--- config.mk ---
export PLATFORM = sky130hd
export DESIGN_NAME = reg_scoreboard
export DESIGN_NICKNAME = d
export VERILOG_FILES = /design/src/rtl/reg_scoreboard.sv
export SDC_FILE = /design/constraint.sdc
export NUM_CORES = 1
export LEC_CHECK = 0
export CAP_MARGIN = 20
export CORE_ASPECT_RATIO = 0.5
export CORE_MARGIN = 2
export CORE_UTILIZATION = 33
export DETAILED_ROUTE_END_ITERATION = 12
export PLACE_DENSITY = 0.53
export SLEW_MARGIN = 20
export SYNTH_ARGS = -nofsm -noshare
export SYNTH_HDL_FRONTEND = slang
export SYNTH_SLANG_ARGS = --single-unit
export TNS_END_PERCENT = 1
--- constraint.sdc ---
create_clock -name clk -period 22.5 [get_ports clk]
set_input_delay 4.5 -clock clk [delete_from_list [all_inputs] [get_ports clk]]
set_output_delay 4.5 -clock clk [all_outputs]
set_load 0.02 [all_outputs]
--- src/rtl/reg_scoreboard.sv ---
// Register-hazard scoreboard for the in-order issue stage.
// Tracks outstanding writes to the general and float register files, holds
// issue while any source or the destination has a write in flight, and
// provides a drain sequence that waits for every outstanding write to retire.
//
//   state | meaning
//   IDLE  | normal operation, issue allowed when hazards are clear
//   DRAIN | issue blocked, waiting for both pending vectors to empty
//   DONE  | scoreboard empty, drain_done pulses, back to IDLE
module reg_scoreboard #(
  parameter int WB_PORTS = 2
) (
  input  logic       clk,
  input  logic       reset,
  input  logic       issue_valid,
  output logic       issue_ready,
  input  logic [4:0] src_num [3],
  input  logic       src_general [3],
  input  logic       src_float [3],
  input  logic       dst_general,
  input  logic       dst_float,
  input  logic [4:0] dst_num,
  input  logic       wb_valid [WB_PORTS],
  input  logic       wb_float [WB_PORTS],
  input  logic [4:0] wb_num [WB_PORTS],
  input  logic       drain_req,
  output logic       drain_done,
  output logic [6:0] pending_count
);

  typedef enum logic [1:0] {S_IDLE, S_DRAIN, S_DONE} state_t;

  state_t      state, state_next;
  logic [31:0] gpend, fpend;
  logic [31:0] gpend_next, fpend_next;
  logic [31:0] clr_g, clr_f;
  logic [31:0] set_g, set_f;
  logic [31:0] gbusy, fbusy;
  logic        hazard;
  logic        fire;

  // Writeback clear masks; several ports naming one register collapse to one bit.
  always_comb begin
    clr_g = '0;
    clr_f = '0;
    for (int p = 0; p < WB_PORTS; p++) begin
      if (wb_valid[p]) begin
        if (wb_float[p]) clr_f[wb_num[p]] = 1'b1;
        else             clr_g[wb_num[p]] = 1'b1;
      end
    end
  end

  // A register retiring this cycle already counts as free (zero-cycle bypass).
  assign gbusy = gpend & ~clr_g;
  assign fbusy = fpend & ~clr_f;

  // Source and destination hazard check; a dual-file destination is treated as general.
  always_comb begin
    hazard = 1'b0;
    for (int i = 0; i < 3; i++) begin
      if (src_general[i] && gbusy[src_num[i]]) hazard = 1'b1;
      if (src_float[i]   && fbusy[src_num[i]]) hazard = 1'b1;
    end
    if (dst_general) begin
      if (gbusy[dst_num]) hazard = 1'b1;
    end else if (dst_float) begin
      if (fbusy[dst_num]) hazard = 1'b1;
    end
  end

  assign issue_ready = (state == S_IDLE) && !drain_req && !hazard;
  assign fire        = issue_valid && issue_ready;

  // Pending vector update: issue set is applied after writeback clear so set wins.
  always_comb begin
    set_g = '0;
    set_f = '0;
    if (fire) begin
      if (dst_general) begin
        if (dst_num != 5'd0) set_g[dst_num] = 1'b1;
      end else if (dst_float) begin
        set_f[dst_num] = 1'b1;
      end
    end
    gpend_next    = (gpend & ~clr_g) | set_g;
    gpend_next[0] = 1'b0;
    fpend_next    = (fpend & ~clr_f) | set_f;
  end

  // Pending vector registers.
  always_ff @(posedge clk or posedge reset) begin
    if (reset) begin
      gpend <= '0;
      fpend <= '0;
    end else begin
      gpend <= gpend_next;
      fpend <= fpend_next;
    end
  end

  // Drain sequencer next-state logic.
  always_comb begin
    state_next = state;
    case (state)
      S_IDLE:  if (drain_req) state_next = S_DRAIN;
      S_DRAIN: if (gpend == '0 && fpend == '0) state_next = S_DONE;
      S_DONE:  state_next = S_IDLE;
      default: state_next = S_IDLE;
    endcase
  end

  // Drain state and registered completion pulse, high exactly while in DONE.
  always_ff @(posedge clk or posedge reset) begin
    if (reset) begin
      state      <= S_IDLE;
      drain_done <= 1'b0;
    end else begin
      state      <= state_next;
      drain_done <= (state_next == S_DONE);
    end
  end

  // Population count of the registered pending vectors.
  always_comb begin
    pending_count = '0;
    for (int i = 0; i < 32; i++) begin
      pending_count = pending_count + 7'(gpend[i]) + 7'(fpend[i]);
    end
  end

endmodule

After elaboration in Yosys (flattened, before gate mapping)
Cells that the tools add are included.
- equality and inequality tests: 2
- mux-type cells: 49
- bitwise logic cells: 8
- add/sub/neg operators: 62
- reductions and logical operators: 19
- order comparisons: 9
- operator list (operator ; number):
    $mux 32 ; 14
    $add 7x1->7 ; 56
    $or 32x32->32 ; 4
    $and 32x32->32 ; 2
    $logic_not 32->1 ; 2
    $not 32->32 ; 2
    $bmux 1 s5 ; 8
    $lt 5x6->1 const B ; 6
    $mux 1 ; 21
    $demux 1 s5 ; 3
    $ge 5x1->1 const B ; 3
    $logic_and 1x1->1 ; 13
    $add 6x1->7 ; 1
    $add 5x1->6 ; 1
    $add 4x1->5 ; 1
    $reduce_bool 5->1 ; 1
    $add 3x1->4 ; 1
    $mux 2 ; 2
    $pmux 2 s2 ; 1
    $add 2x1->3 ; 1
    $add 1x1->2 ; 1
    $eq 2x1->1 const B ; 1
    $eq 2x2->1 const B ; 1
    $logic_not 1->1 ; 2
    $logic_not 2->1 ; 1
- input port bits: 46
- output and inout port bits: 9
- flip-flop bits (word level): 66
- word-level logic and storage cells: 153

Longest topological paths before layout
- depth after elaboration: 62
- depth in mapped cells: 22
- depth with buffers taken out: 22

Worst setup path before layout
Ideal clock, no wire load.
- path type: input-to-output
- start point: input port wb_num[1] in the netlist's numbering
- end point: output port issue_ready
- required time: 18.000 ns
- cell stages on the path: 12
- data arrival time: 7.112 ns
- slack: 10.888 ns
- path buffers: 3
- cell sequence: clkbuf_1 or4b_1 buf_2 o221ai_1 mux2i_1 o2111a_1 nor4b_1 a221o_1 a2111oi_2 nand3_2 buf_6 inv_2
- word-level cells in the longest chain between the ends: 23
- elaborated cells between the ends (all ways): 49
- those cells by class: order compare (2); mux (32); bitwise (6); reduce/logical (9)
- RTL lines (what ; RTL line ; source):
    start, declared ; 25 ; input logic [4:0] wb_num [WB_PORTS],
    $lt 5x6->1 (not written as such) / $ge 5x1->1 (equally long branches) ; 48, 49 ;
    $logic_and 1x1->1 (not written as such) ; 48, 49 ;
    $mux 1 (not written as such) ; 48, 49 ;
    $demux 1 s5 (*) ; 48, 49 ;
    $or 32x32->32 (no source line) ; -- ;
    $mux 32 ; 48 ; if (wb_float[p]) clr_f[wb_num[p]] = 1'b1;
    $mux 32 ; 47 ; if (wb_valid[p]) begin
    $not 32->32 ; 55 ; assign gbusy = gpend & ~clr_g;
    [7 not listed] ; -- ;
    $mux 1 ; 63 ; if (src_float[i] && fbusy[src_num[i]]) hazard = 1'b1;
    $mux 1 ; 62 ; if (src_general[i] && gbusy[src_num[i]]) hazard = 1'b1;
    $mux 1 ; 63 ;
    $mux 1 ; 68 ; if (fbusy[dst_num]) hazard = 1'b1;
    $mux 1 ; 67 ; end else if (dst_float) begin
    $mux 1 (*) ; 65 ; if (dst_general) begin
    $logic_not 1->1 (*) ; 72 ; assign issue_ready = (state == S_IDLE) && !drain_req && !hazard;
    $logic_and 1x1->1 (*) ; 72 ;
    end, declared ; 16 ; output logic issue_ready,
Mark *: on every way between the ends. The rest lies on a longest branch, timed or not. The select of a mux whose other input is x is not followed.

Final worst setup path
- start point: input port wb_num[6] in the netlist's numbering
- end point: output port issue_ready
- word-level cells in the longest chain between the ends: 25
- elaborated cells between the ends (all ways): 53
- those cells by class: order compare (2); mux (36); bitwise (6); reduce/logical (9)
- RTL lines (what ; RTL line):
    $lt 5x6->1 (not written as such) / $ge 5x1->1 (equally long branches) ; 48, 49
    $logic_and 1x1->1 (not written as such) ; 48, 49
    $mux 1 (not written as such) ; 48, 49
    $demux 1 s5 (*) ; 48, 49
    $mux 32 ; 48
    $mux 32 ; 47
    $or 32x32->32 (no source line) ; --
    $mux 32 ; 48
    [9 not listed] ; --
    $mux 1 ; 63
    $mux 1 ; 62
    $mux 1 ; 63
    $mux 1 ; 68
    $mux 1 ; 67
    $mux 1 (*) ; 65
    $logic_not 1->1 (*) ; 72
    $logic_and 1x1->1 (*) ; 72
Marked as above.

==> results.cfg <==
[final_layout]
multi_input_area_um2 = 5492
fillCellCount = 2340
drive_gt1_share_pct = 8.021
nets = 1070
final-instance-count-excl-fill = 1268
area_delta_synth_final_pct = 14.61
regArea_um2 = 1652

[route]
routed_wl_um = 37920
drt_first_pass_iters = 6
drtIter0Drc = 1318
drc_errors = 0
drt-vias-per-instance = 6.625
wl_per_cell_um = 29.90
antenna_left = 0
vias = 8401

[synthesis]
synth_edf_count = 0
syn_avg_cell_area_um2 = 8.306
ys_ff_latch = 66
syn_area_um2 = 7766
synth.distinct_cells = 73
syn-num-nets = 1050
ys_seq_area_share_pct = 21.27
async_reset_ff_share_pct = 100.0
yosysWarningCount = 0
ys.flop_type = dfrtp_1
syn_inst = 935

[grt]
grt_usage_pct = 30.00
antenna_found_initial = 0
grt-ovfl-total = 0
grt_max_degree = 67
grt_pass1_wl_um = 54010
grt_pass1_vias = 7966

[placed_design]
dp_cells = 1251
gp_congestion = 1.048
portBuffers = 54
dp_hpwl_um = 28550

[sta]
setup-violations-final = 0
timing.fmax_mhz = 71.35
fin_crit_ns = 14.01
worstMarginPinSlew_ns = 1.145
hold_viol = 0
fin_crit_sh_pct = 62.29
max_slew_margin_pct = 23.68
final_max_slew_viol_count = 0
finalSetupTns_ns = 0
skew_ns = 0.004789
rsz0062_at_grt = false

[critical_path]
critical_path.top_delay_family = compound AO/OA/AOI/OAI gates
rr_startpoint = fpend[20]
crit_type = input pin to output port
worst_setup_path_start_kind = input pin
crit_fanout = 60
slowest_delay_ns = 1.01
r2r_cells = 9
path_depth = 12
crit_path_end = issue_ready
startpoint = wb_num[6]
crit_chain = clkdlybuf4s50_1 -> nand4bb_1 -> o221ai_1 -> o2111ai_1 -> o2111a_1 -> nor4b_1 -> a221o_1 -> a2111oi_2 -> nand3_2 -> buf_4 -> inv_2 -> clkdlybuf4s50_1
arrival_ns = 9.51
required_ns = 18.00
r2r_setup_slack_ns = 18.67
end_kind = output port
cp_common_cell = clkdlybuf4s50_1
worst-path-buf-inv = 4
slowest_stage = o221ai_1
rr_endpoint = fpend[2]

[clocking]
ctsHoldBuffers = 0
insertion_delay_ns = 0.34
cts.sinks = 66
cts-root-buf = clkbuf_16
htree_num_levels = 3
cts-resized-gates = 0
cts.path.max_buffers = 2
tritoncts = built
path_clk_slew_ns = 0.06
post_cts_buffers = 0
cts_buffers = 9

[power_and_ir_drop]
ir_worst_vdd_mv = 0.04274
p_leak_nw = 3.412
power_density_nw_per_um2 = 50.07

[floorplan]
rows = 39
dieArea_um2 = 24850
core-area_um2 = 22930
pin_count = 55
die_y_um = 112.5
start_util_pct = 33.86
die_width_um = 221.0

[job]
cap_violations = 0

[hold_path]
hp-class = flop to flop

[outcome]
status = finished, final reports clean
==> sequential cells by signal, summed over array words and instances, names as in the netlist <==
| signal | flops |
|---|---|
| gpend | 31 |
| state | 2 |
| fpend | 32 |
| drain_done | 1 |
==> power by group <==
| group | switching (mW) | internal (mW) | total [mW] |
|---|---|---|---|
| combinational | 0.104 | 0.0667 | 0.171 |
| sequential | 0.00899 | 0.125 | 0.134 |
| clock | 0.0527 | 0.0888 | 0.141 |
==> how the worst min path moves through the flow <==
stage	start	end	cells past startpoint	slack (ns)
final	state[1]	state[1]	1	0.49
after global routing	state[1]	state[1]	1	0.52
after CTS	state[1]	state[1]	1	0.49
after detailed placement	state[1]	state[1]	1	0.48
after global placement	state[1]	state[1]	1	0.47
after floorplan	state[1]	drain_done	1	0.45
==> cell usage in the layout, fill, tap and decap left out, types with 6 or more instances in the layout <==
| master | instances |
|---|---|
| a21o_1 | 7 |
| a21oi_1 | 10 |
| a221oi_1 | 6 |
| buf_4 | 22 |
| clkbuf_16 | 9 |
| clkdlybuf4s50_1 | 54 |
| dfrtp_1 | 66 |
| fa_1 | 53 |
| ha_1 | 16 |
| inv_1 | 94 |
| mux2i_1 | 22 |
| mux4_2 | 16 |
| nand2_1 | 109 |
| nand2b_1 | 20 |
| nand3_1 | 12 |
| nand3b_1 | 8 |
| nand4_1 | 16 |
| nand4b_1 | 7 |
| nand4bb_1 | 7 |
| nor2_1 | 61 |
| nor2b_1 | 13 |
| nor3_1 | 21 |
| nor3b_1 | 7 |
| nor4_1 | 20 |
| o21ai_0 | 17 |
| o21ai_1 | 60 |
| o221ai_1 | 53 |
| o22ai_1 | 34 |
| or2_2 | 7 |
| or3_1 | 6 |
==> final cells by class <==
type / instances / area share, %
multi-input cells: 704 / 61.70
flip-flops and latches: 66 / 18.55
repair buffers: 76 / 7.928
well taps: 307 / 4.315
inverters: 98 / 4.133
clock buffers: 12 / 2.769
clock inverters: 4 / 0.5763
diodes: 1 / 0.02811
==> synthesized netlist by cell type, types with 17 or more instances <==
| cell type | instances | area share, % |
|---|---|---|
| o221ai_1 | 55 | 6.2 |
| nor2_1 | 61 | 2.9 |
| nor3_1 | 21 | 1.4 |
| o22ai_1 | 34 | 2.7 |
| o21ai_0 | 17 | 1.1 |
| dfrtp_1 | 66 | 21 |
| o21ai_1 | 60 | 3.9 |
| nand2b_1 | 20 | 1.6 |
| mux2i_1 | 22 | 2.8 |
| clkbuf_1 | 57 | 2.8 |
| inv_1 | 95 | 4.6 |
| nand2_1 | 109 | 5.3 |
| nor4_1 | 20 | 1.6 |
| fa_1 | 53 | 14 |
==> metal layers <==
layer / vias up / GRT usage (%) / routed length, µm / part of all wire, %
met5: - / 0 / 0 / 0
met1: 4107 / 40.28 / 15390 / 41
met2: 675 / 43.83 / 15390 / 41
li1: 3479 / - / - / -
met3: 140 / 10.52 / 5371 / 14
met4: 0 / 12.71 / 1764 / 4.7
==> stage by stage <==
step | power (mW) | hold slack (ns) | cell area [µm²] | worst slack (ns) | util (%)
2_1_floorplan | 0.2399 | 0.4482 | 7766 | 10.89 | -
3_3_place_gp | 0.3026 | 0.4685 | 8588 | 8.594 | 37.45
3_5_place_dp | 0.3043 | 0.4801 | 8594 | 8.707 | 37.47
4_1_cts | 0.4434 | 0.4857 | 8892 | 8.685 | 38.77
5_1_grt | 0.4676 | 0.5217 | 8899 | 8.401 | 38.80
6_report | 0.4457 | 0.4851 | 8901 | 8.486 | 38.81
==> cells by family (layout without fill, tap and decap cells) <==
family	after synthesis	after routing	share of synthesized area [%]
mux	43	43	8.200
simple gates	346	346	23.65
flops	66	66	21.27
other cells	0	1	0
compound gates	242	242	22.01
buf+inv	165	190	8.184
fa+ha+maj	69	69	16.24
xor+xnor	4	4	0.4512
No activity file was read; power rests on OpenSTA's default activity.
